===== config.mk =====
export PLATFORM = sky130hd
export DESIGN_NAME = sel_f2a_flat
export DESIGN_NICKNAME = d
export VERILOG_FILES = /design/src/rtl/sdr_ft_pkg.sv /design/src/rtl/sel_f2a_if.sv /design/src/rtl/sel_f2a_iq_unpack.sv /design/src/rtl/sel_f2a.sv /design/src/flat_wrapper.sv
export SDC_FILE = /design/constraint.sdc
export NUM_CORES = 1
export LEC_CHECK = 0
export ABC_AREA = 0
export CORE_ASPECT_RATIO = 0.5
export CORE_UTILIZATION = 54
export CTS_BUF_LIST = sky130_fd_sc_hd__clkbuf_4 sky130_fd_sc_hd__clkbuf_8
export CTS_CLUSTER_SIZE = 40
export DETAILED_ROUTE_END_ITERATION = 10
export GPL_TIMING_DRIVEN = 0
export PLACE_DENSITY = 0.85
export SETUP_SLACK_MARGIN = 0.4
export SLEW_MARGIN = 20
export SYNTH_ARGS = -nofsm -noshare
export SYNTH_HDL_FRONTEND = slang
export SYNTH_SLANG_ARGS = --single-unit

===== constraint.sdc =====
create_clock -name clk_i -period 4.4 [get_ports clk_i]
set_input_delay 0.66 -clock clk_i [delete_from_list [all_inputs] [get_ports clk_i]]
set_output_delay 0.66 -clock clk_i [all_outputs]
set_load 0.005 [all_outputs]

===== src/rtl/sdr_ft_pkg.sv =====
// ============================================================================
// Module      : sdr_ft_pkg
// Description : Widths, header fields and state encoding for the FTDI paths.
// Revision    : 1.0
// ============================================================================
`default_nettype none

package sdr_ft_pkg;

  localparam int FT_DATA_WIDTH    = 32;
  localparam int IQ_PAIR_WIDTH    = 24;
  localparam int QSTART_BIT_INDEX = 16;

  localparam int HDR_DEST_BIT = 31;
  localparam int HDR_LEN_MSB  = 15;

  localparam logic DEST_FIFO = 1'b0;
  localparam logic DEST_CPU  = 1'b1;

  typedef enum logic [0:0] {
    HDR     = 1'b0,
    PAYLOAD = 1'b1
  } state_e;

endpackage

`default_nettype wire


===== src/rtl/sel_f2a_if.sv =====
// ============================================================================
// Module      : sel_f2a_if
// Description : FTDI write-side handshake (strobe, data, backpressure).
// Revision    : 1.0
// ============================================================================
`default_nettype none

interface sel_f2a_if;
  import sdr_ft_pkg::*;

  logic                     we;
  logic [FT_DATA_WIDTH-1:0] data;
  logic                     full;

  modport master (output we, output data, input full);
  modport slave  (input we, input data, output full);

endinterface

`default_nettype wire


===== src/rtl/sel_f2a_iq_unpack.sv =====
// ============================================================================
// Module      : iq_unpack
// Description : Combinational extract of a packed {Q, I} pair from an FTDI word.
// Revision    : 1.0
// ============================================================================
`default_nettype none

module iq_unpack
  import sdr_ft_pkg::*;
(
  input  logic [FT_DATA_WIDTH-1:0] word_i,
  output logic [IQ_PAIR_WIDTH-1:0] iq_o
);

  localparam int HALF = IQ_PAIR_WIDTH / 2;

  assign iq_o = {word_i[QSTART_BIT_INDEX +: HALF], word_i[HALF-1:0]};

  // Padding bits around each component are discarded by design.
  logic unused_bits;
  assign unused_bits = ^{word_i[FT_DATA_WIDTH-1:QSTART_BIT_INDEX+HALF],
                         word_i[QSTART_BIT_INDEX-1:HALF]};

endmodule

`default_nettype wire


===== src/rtl/sel_f2a.sv =====
// ============================================================================
// Module      : sel_f2a
// Description : FTDI write router: header parse, steer payload to IQ FIFO/ECPU.
// Revision    : 1.0
// ============================================================================
`default_nettype none

module sel_f2a
  import sdr_ft_pkg::*;
(
  input  logic                     clk_i,
  input  logic                     reset_n,
  sel_f2a_if.slave                 ft,
  input  logic                     fifo_full_i,
  output logic                     fifo_we_o,
  output logic [IQ_PAIR_WIDTH-1:0] fifo_data_o,
  input  logic                     cpu_full_i,
  output logic                     cpu_we_o,
  output logic [FT_DATA_WIDTH-1:0] cpu_data_o,
  input  logic                     err_clr_i,
  output logic                     err_o,
  output logic [15:0]              drop_cnt_o
);

  state_e                   state_q, state_d;
  logic [HDR_LEN_MSB:0]     rem_q, rem_d;
  logic                     dest_q, dest_d;
  logic                     fifo_we_q, fifo_we_d;
  logic [IQ_PAIR_WIDTH-1:0] fifo_data_q, fifo_data_d;
  logic                     cpu_we_q, cpu_we_d;
  logic [FT_DATA_WIDTH-1:0] cpu_data_q, cpu_data_d;
  logic                     err_q, err_d;
  logic [15:0]              drop_cnt_q, drop_cnt_d;

  logic                     dest_full;
  logic                     drop;
  logic [IQ_PAIR_WIDTH-1:0] iq_word;

  iq_unpack u_iq_unpack (
    .word_i (ft.data),
    .iq_o   (iq_word)
  );

  assign dest_full = (dest_q == DEST_CPU) ? cpu_full_i : fifo_full_i;
  assign ft.full   = (state_q == PAYLOAD) && dest_full;

  always_comb begin
    state_d     = state_q;
    rem_d       = rem_q;
    dest_d      = dest_q;
    fifo_we_d   = 1'b0;
    fifo_data_d = fifo_data_q;
    cpu_we_d    = 1'b0;
    cpu_data_d  = cpu_data_q;
    drop        = 1'b0;

    if (ft.we) begin
      if (state_q == HDR) begin
        dest_d = ft.data[HDR_DEST_BIT];
        rem_d  = ft.data[HDR_LEN_MSB:0];
        if (ft.data[HDR_LEN_MSB:0] != '0) begin
          state_d = PAYLOAD;
        end
      end else begin
        // Dropped words still consume length so framing stays aligned.
        rem_d = rem_q - 1'b1;
        if (rem_q == 1) begin
          state_d = HDR;
        end
        if (dest_full) begin
          drop = 1'b1;
        end else if (dest_q == DEST_FIFO) begin
          fifo_we_d   = 1'b1;
          fifo_data_d = iq_word;
        end else begin
          cpu_we_d   = 1'b1;
          cpu_data_d = ft.data;
        end
      end
    end
  end

  always_comb begin
    err_d      = err_q;
    drop_cnt_d = drop_cnt_q;
    if (err_clr_i) begin
      err_d      = 1'b0;
      drop_cnt_d = '0;
    end
    // A drop coinciding with a clear counts as the first drop after it.
    if (drop) begin
      err_d = 1'b1;
      if (err_clr_i) begin
        drop_cnt_d = 16'd1;
      end else if (drop_cnt_q != 16'hFFFF) begin
        drop_cnt_d = drop_cnt_q + 16'd1;
      end
    end
  end

  always_ff @(posedge clk_i or negedge reset_n) begin
    if (!reset_n) begin
      state_q     <= HDR;
      rem_q       <= '0;
      dest_q      <= DEST_FIFO;
      fifo_we_q   <= 1'b0;
      fifo_data_q <= '0;
      cpu_we_q    <= 1'b0;
      cpu_data_q  <= '0;
      err_q       <= 1'b0;
      drop_cnt_q  <= '0;
    end else begin
      state_q     <= state_d;
      rem_q       <= rem_d;
      dest_q      <= dest_d;
      fifo_we_q   <= fifo_we_d;
      fifo_data_q <= fifo_data_d;
      cpu_we_q    <= cpu_we_d;
      cpu_data_q  <= cpu_data_d;
      err_q       <= err_d;
      drop_cnt_q  <= drop_cnt_d;
    end
  end

  assign fifo_we_o   = fifo_we_q;
  assign fifo_data_o = fifo_data_q;
  assign cpu_we_o    = cpu_we_q;
  assign cpu_data_o  = cpu_data_q;
  assign err_o       = err_q;
  assign drop_cnt_o  = drop_cnt_q;

endmodule

`default_nettype wire

===== src/flat_wrapper.sv =====
// flat-port wrapper written by rule: the top's interface ports become plain ports
module sel_f2a_flat import sdr_ft_pkg::*;
  (clk_i, reset_n, fifo_full_i, fifo_we_o, fifo_data_o, cpu_full_i, cpu_we_o, cpu_data_o, err_clr_i, err_o, drop_cnt_o, ft_we, ft_data, ft_full);
  sel_f2a_if ft_i ();
  input  logic clk_i;
  input  logic reset_n;
  input  logic fifo_full_i;
  output logic fifo_we_o;
  output logic [IQ_PAIR_WIDTH-1:0] fifo_data_o;
  input  logic cpu_full_i;
  output logic cpu_we_o;
  output logic [FT_DATA_WIDTH-1:0] cpu_data_o;
  input  logic err_clr_i;
  output logic err_o;
  output logic [15:0] drop_cnt_o;
  input wire logic [$bits(ft_i.we)-1:0] ft_we;
  input wire logic [$bits(ft_i.data)-1:0] ft_data;
  output wire logic [$bits(ft_i.full)-1:0] ft_full;
  assign ft_i.we = ft_we;
  assign ft_i.data = ft_data;
  assign ft_full = ft_i.full;
  sel_f2a u_core (.clk_i(clk_i), .reset_n(reset_n), .ft(ft_i), .fifo_full_i(fifo_full_i), .fifo_we_o(fifo_we_o), .fifo_data_o(fifo_data_o), .cpu_full_i(cpu_full_i), .cpu_we_o(cpu_we_o), .cpu_data_o(cpu_data_o), .err_clr_i(err_clr_i), .err_o(err_o), .drop_cnt_o(drop_cnt_o));
endmodule

* Word level (Yosys, flattened, before mapping)
Cells that the tools add are included.
** Storage, ports and cells
- Register bits after elaboration :: 93
- Bits in latches :: 0
- Bits in writable memories :: 0
- Memory bits (read-only) :: 0
- Input port bits :: 38
- Output and inout bits :: 76
- Word-level logic and storage cells :: 44
- Memories kept :: 0
** Operators by class
- Add/sub/neg operators :: 2
- $mul :: 0
- Div/mod/pow operators :: 0
- Magnitude comparators :: 0
- Equal/unequal tests :: 2
- Shift operators :: 0
- Muxes and demuxes :: 22
- Bitwise gates (word level) :: 3
- Reduce and logical (&&, ||, !) cells :: 6
** Operator list (number)
- $mux W16 :: 5
- $mux W1 :: 17
- $add A16 B1 Y16 const B :: 1
- $eq A16 B1 Y1 const B :: 1
- $ne A16 B16 Y1 const B :: 1
- $reduce_bool A16 Y1 :: 1
- $sub A16 B1 Y16 const B :: 1
- $reduce_and A4 Y1 :: 2
- $not A1 Y1 :: 3
- $reduce_and A2 Y1 :: 1
- $reduce_bool A2 Y1 :: 1
- $logic_and A1 B1 Y1 :: 1

* Longest topological paths before layout
- Word-level depth :: 5
- Depth in mapped cells :: 7
- Gate-level depth less buffers :: 6

* Cells and area by module
Synthesis repeated with hierarchy kept, for this count alone.
** Second synthesis, totals
- Cells, all modules :: 388
- Area, all modules :: 4433.0 µm²
** Modules (own cells, without submodules)
- sel_f2a :: times used 1, cells an instance 364, area each 4252.8 µm²
- iq_unpack :: times used 1, cells an instance 24, area each 180.2 µm²

* Worst setup path before layout
Ideal clock, no wire load.
- Kind :: input to register
- From :: in ft_we
- To :: reg u_core.drop_cnt_q[8], in the netlist u_core.drop_cnt_o[8]
- Setup time :: 0.078 ns
- Arrival time :: 2.146 ns
- Required time :: 4.322 ns
- Slack :: 2.176 ns
- Cell stages on the path :: 5
- Buffers on the path :: 1
- Cells stage by stage :: buf_2 > nand2_1 > or4b_1 > or4_1 > a21oi_1
** On the way
- Cells in the longest elaborated chain, start to end :: 2
** RTL lines
- from (decl) :: RTL line flat_wrapper.sv:16 : input wire logic [$bits(ft_i.we)-1:0] ft_we;
- $mux W1 :: RTL line sel_f2a.sv:57 : if (ft.we) begin
- $mux W16 :: RTL line sel_f2a.sv:91 : if (drop) begin
- named net u_core.drop_cnt_d[8] :: RTL line sel_f2a.sv:33 : logic [15:0] drop_cnt_q, drop_cnt_d;
- to (signal assigned) :: RTL line sel_f2a.sv:121 : drop_cnt_q <= drop_cnt_d;
- to (decl) :: RTL line sel_f2a.sv:33
The timed path passes the listed nets, and every way through them passes these cells.
A chain may end at the register's enable or synchronous reset.

* Final worst setup path
- From :: in cpu_full_i
- To :: out ft_full
** On the way
- Cells in the longest elaborated chain, start to end :: 2
** RTL lines
- from (decl) :: RTL line flat_wrapper.sv:10 : input logic cpu_full_i;
- $mux W1 :: RTL line sel_f2a.sv:44 : assign dest_full = (dest_q == DEST_CPU) ? cpu_full_i : fifo_full_i;
- $logic_and A1 B1 Y1 :: RTL line sel_f2a.sv:45 : assign ft.full = (state_q == PAYLOAD) && dest_full;
- to (decl) :: RTL line flat_wrapper.sv:18 : output wire logic [$bits(ft_i.full)-1:0] ft_full;
No other way between the ends.

==> reports/summary.txt <==
clk buf depth -> 2
Die W -> 127 um
worst path required time -> 3.74 ns
htree depth -> 3
Final WS setup -> 1.69 ns
Die H -> 64.5 um
status -> finished, final reports clean
# nets final -> 524
clk sinks -> 93
Area contributors post-synth -> dfrtp_1, mux2_2, a21oi_1
final period utilization -> 61.5%
syn_nets -> 401
Via Count -> 3508
critical path arrival -> 2.05 ns
first-pass GRT wire length -> 17100 um
Initial DRC Count -> 257
f_max -> 369 MHz
Synth cell types -> 48
Crit Path Max Fanout -> 6
Rows -> 22
Mean Syn Cell Area -> 11.7 um2
post-route ant nets -> 0
final instance area -> 0.00569 mm2
unrepaired setup endpoints after global routing -> no
post-synthesis register bit count -> 93
post-synthesis sequential area ratio -> 55.1%
Final setup viols -> 0
Final Hold Violating Endpoints -> 0
Pre-Repair DR Iteration Count -> 5
Layout area overhead -> 34.7%
top-area cell type share of the netlist area -> 55.1%
Synth Cell Area -> 0.00422 mm2
GP Congestion -> 0.858
Synth Warn # -> 0
Post-synth EDFFs -> 0
Final Max Tran Viols -> 0
CP startpoint kind -> primary input
initial antenna violation count -> 0
pre-CTS setup slack -> 1.63 ns
vias per cell -> 6.01
crit end category -> primary output
cell taking the most area after synthesis -> dfrtp_1
Global Route Usage Sum -> 27.8%
placed inst area -> 0.00548 mm2
GRT Residual Overflow -> 0
I/O Pins -> 114
placed cell count -> 568
Clock Pin Slew Worst Setup and Hold Paths -> 0.08 ns
largest net degree at the start of global routing -> 82
worst rel slew slack -> 35.4%
input/output buffers -> 111
worst-margin pin slew -> 0.961 ns
Peak VDD IR -> 0.000329 V
dominant synthesized flop cell -> dfrtp_1
initial cell density of the core -> 56.8%
CTS tree -> done
DRT Wirelength -> 10500 um
hold_buf cts -> 0
Inserted Diodes -> 0
CTS resizes -> 0
Pwr Density -> 515 mW/mm2
Period minus WS final -> 2.71 ns
Post-CTS Setup Inserts -> 0
Hold Path Class -> in -> async
cts bufs inserted -> 9
Post-synth ARST share -> 100%
Clock Skew -> 0.0116 ns
Core Area -> 0.00743 mm2
static leakage -> 2.25 nW
DRC viols -> 0
clk root buf -> clkbuf_8
area of the die -> 0.00819 mm2
vias in the first global route -> 3323
Routed wire per std cell -> 18.0 um
final std cells w/o fill -> 584
HPWL after detailed placement -> 7310 um
synthesized instance count -> 360
Clk Latency, worst-skew pair -> 0.38 ns
fin util -> 76.5%
CP Class -> in -> out
max cap viols -> 0
layout cell share with drive strength beyond 1 -> 17.4%
## cells by family (layout without fill, tap and decap cells)
kind of cell	Yosys count	count (layout)	share of synthesized area, %
flip-flops	93	93	55.1
multiplexers	62	62	16.4
adder cells (fa/ha/maj)	3	3	0.890
AO/OA/AOI/OAI	69	69	10.5
AND/OR/NAND/NOR	106	106	14.5
buffers and inverters	27	155	2.55
## layout make-up
type	count	area, um2
plain buffers	17	70.1
clock buffers	11	145
clock inverters	5	60.1
fillers	524	1750
inverters	10	37.5
multi-input cells	240	1790
flip-flops and latches	93	2330
well taps	96	120
repair buffers	112	1140
## flip-flops by register name, summed over array words and instances, names as in the netlist, 16 cells and up
signal,cells
u_core.cpu_data_o,32
u_core.rem_q,16
u_core.drop_cnt_o,16
u_core.fifo_data_o,24
## through the flow
stage               power, mW  setup TNS (ns)  hold WS (ns)
finish                   2.93               0        0.0969
global route             3.08               0        0.0908
CTS                      2.94               0        0.0896
detailed placement       2.34               0         0.488
global placement         2.30          -70.56         0.486
floorplan                1.68               0         0.364
## critical path, stage by stage
cell	delay [ns]
clkdlybuf4s50_1	0.42
mux2i_1	0.38
nor2_1	0.12
clkdlybuf4s50_1	0.47
## metal layers
metal / track usage [%] / up-vias / part of all wire [%]
li1: - / 1610 / -
met1: 37.3 / 1752 / 45
met2: 44.4 / 128 / 48
met3: 6.69 / 18 / 5.6
met4: 10.1 / 0 / 1.7
met5: 0 / - / 0
## path summary, 6_finish.rpt
| path | end | cells past startpoint | slack [ns] | from |
|---|---|---|---|---|
| min reg2reg | u_core.cpu_data_o[22] | 1 | 0.51 | u_core.cpu_data_o[22] |
| min | u_core.drop_cnt_o[9] | 1 | 0.1 | reset_n |
| max in group asynchronous | u_core.fifo_data_o[19] | 2 | 3.70 | reset_n |
| min in group clk_i | u_core.cpu_data_o[22] | 1 | 0.51 | u_core.cpu_data_o[22] |
| max reg2reg | u_core.fifo_data_o[0] | 5 | 2.02 | u_core.state_q |
| max | ft_full | 4 | 1.69 | cpu_full_i |
## placed cells by master, fill, tap and decap left out, types with 2 or more instances in the layout
| cell type | count |
|---|---|
| clkbuf_8 | 10 |
| inv_1 | 9 |
| clkbuf_1 | 11 |
| nor3b_1 | 2 |
| nor4_1 | 10 |
| nand4_1 | 10 |
| or3_1 | 2 |
| nor2_1 | 16 |
| nand3_1 | 8 |
| a221o_1 | 3 |
| nand2b_1 | 3 |
| or4_1 | 15 |
| mux2_2 | 57 |
| nor4b_1 | 2 |
| nand2_1 | 18 |
| dfrtp_1 | 93 |
| clkinv_4 | 2 |
| buf_2 | 5 |
| nand3b_1 | 2 |
| clkdlybuf4s50_1 | 110 |
| mux2i_1 | 5 |
| ha_1 | 3 |
| nor2b_1 | 3 |
| a22o_1 | 3 |
| o31ai_1 | 10 |
| nor3_1 | 6 |
| o22ai_1 | 6 |
| o21ai_0 | 10 |
| a21oi_1 | 26 |
## synthesized netlist by cell type (2+ instances only)
library cell	instances
or3_1	2
o31ai_1	10
nor3b_1	2
ha_1	3
or4_1	15
nand3b_1	2
clkbuf_1	11
nand4_1	10
o21ai_0	10
buf_2	5
a22o_1	3
nor2b_1	3
nor4_1	10
nand2_1	18
a21oi_1	26
inv_1	9
nor3_1	6
dfrtp_1	93
nor2_1	16
nor4b_1	2
o22ai_1	6
nand2b_1	3
mux2i_1	5
mux2_2	57
a221o_1	3
nand3_1	8
## power by group
| group | total [mW] | switching [mW] | leakage (nW) | internal [mW] |
|---|---|---|---|---|
| logic | 1.03 | 0.356 | 1.02 | 0.674 |
| registers | 1.31 | 0.176 | 1.13 | 1.13 |
| clock network | 0.591 | 0.305 | 0.103 | 0.285 |
| total | 2.93 | 0.837 | 2.25 | 2.09 |
Note: power is estimated with default switching activity, not from simulation.
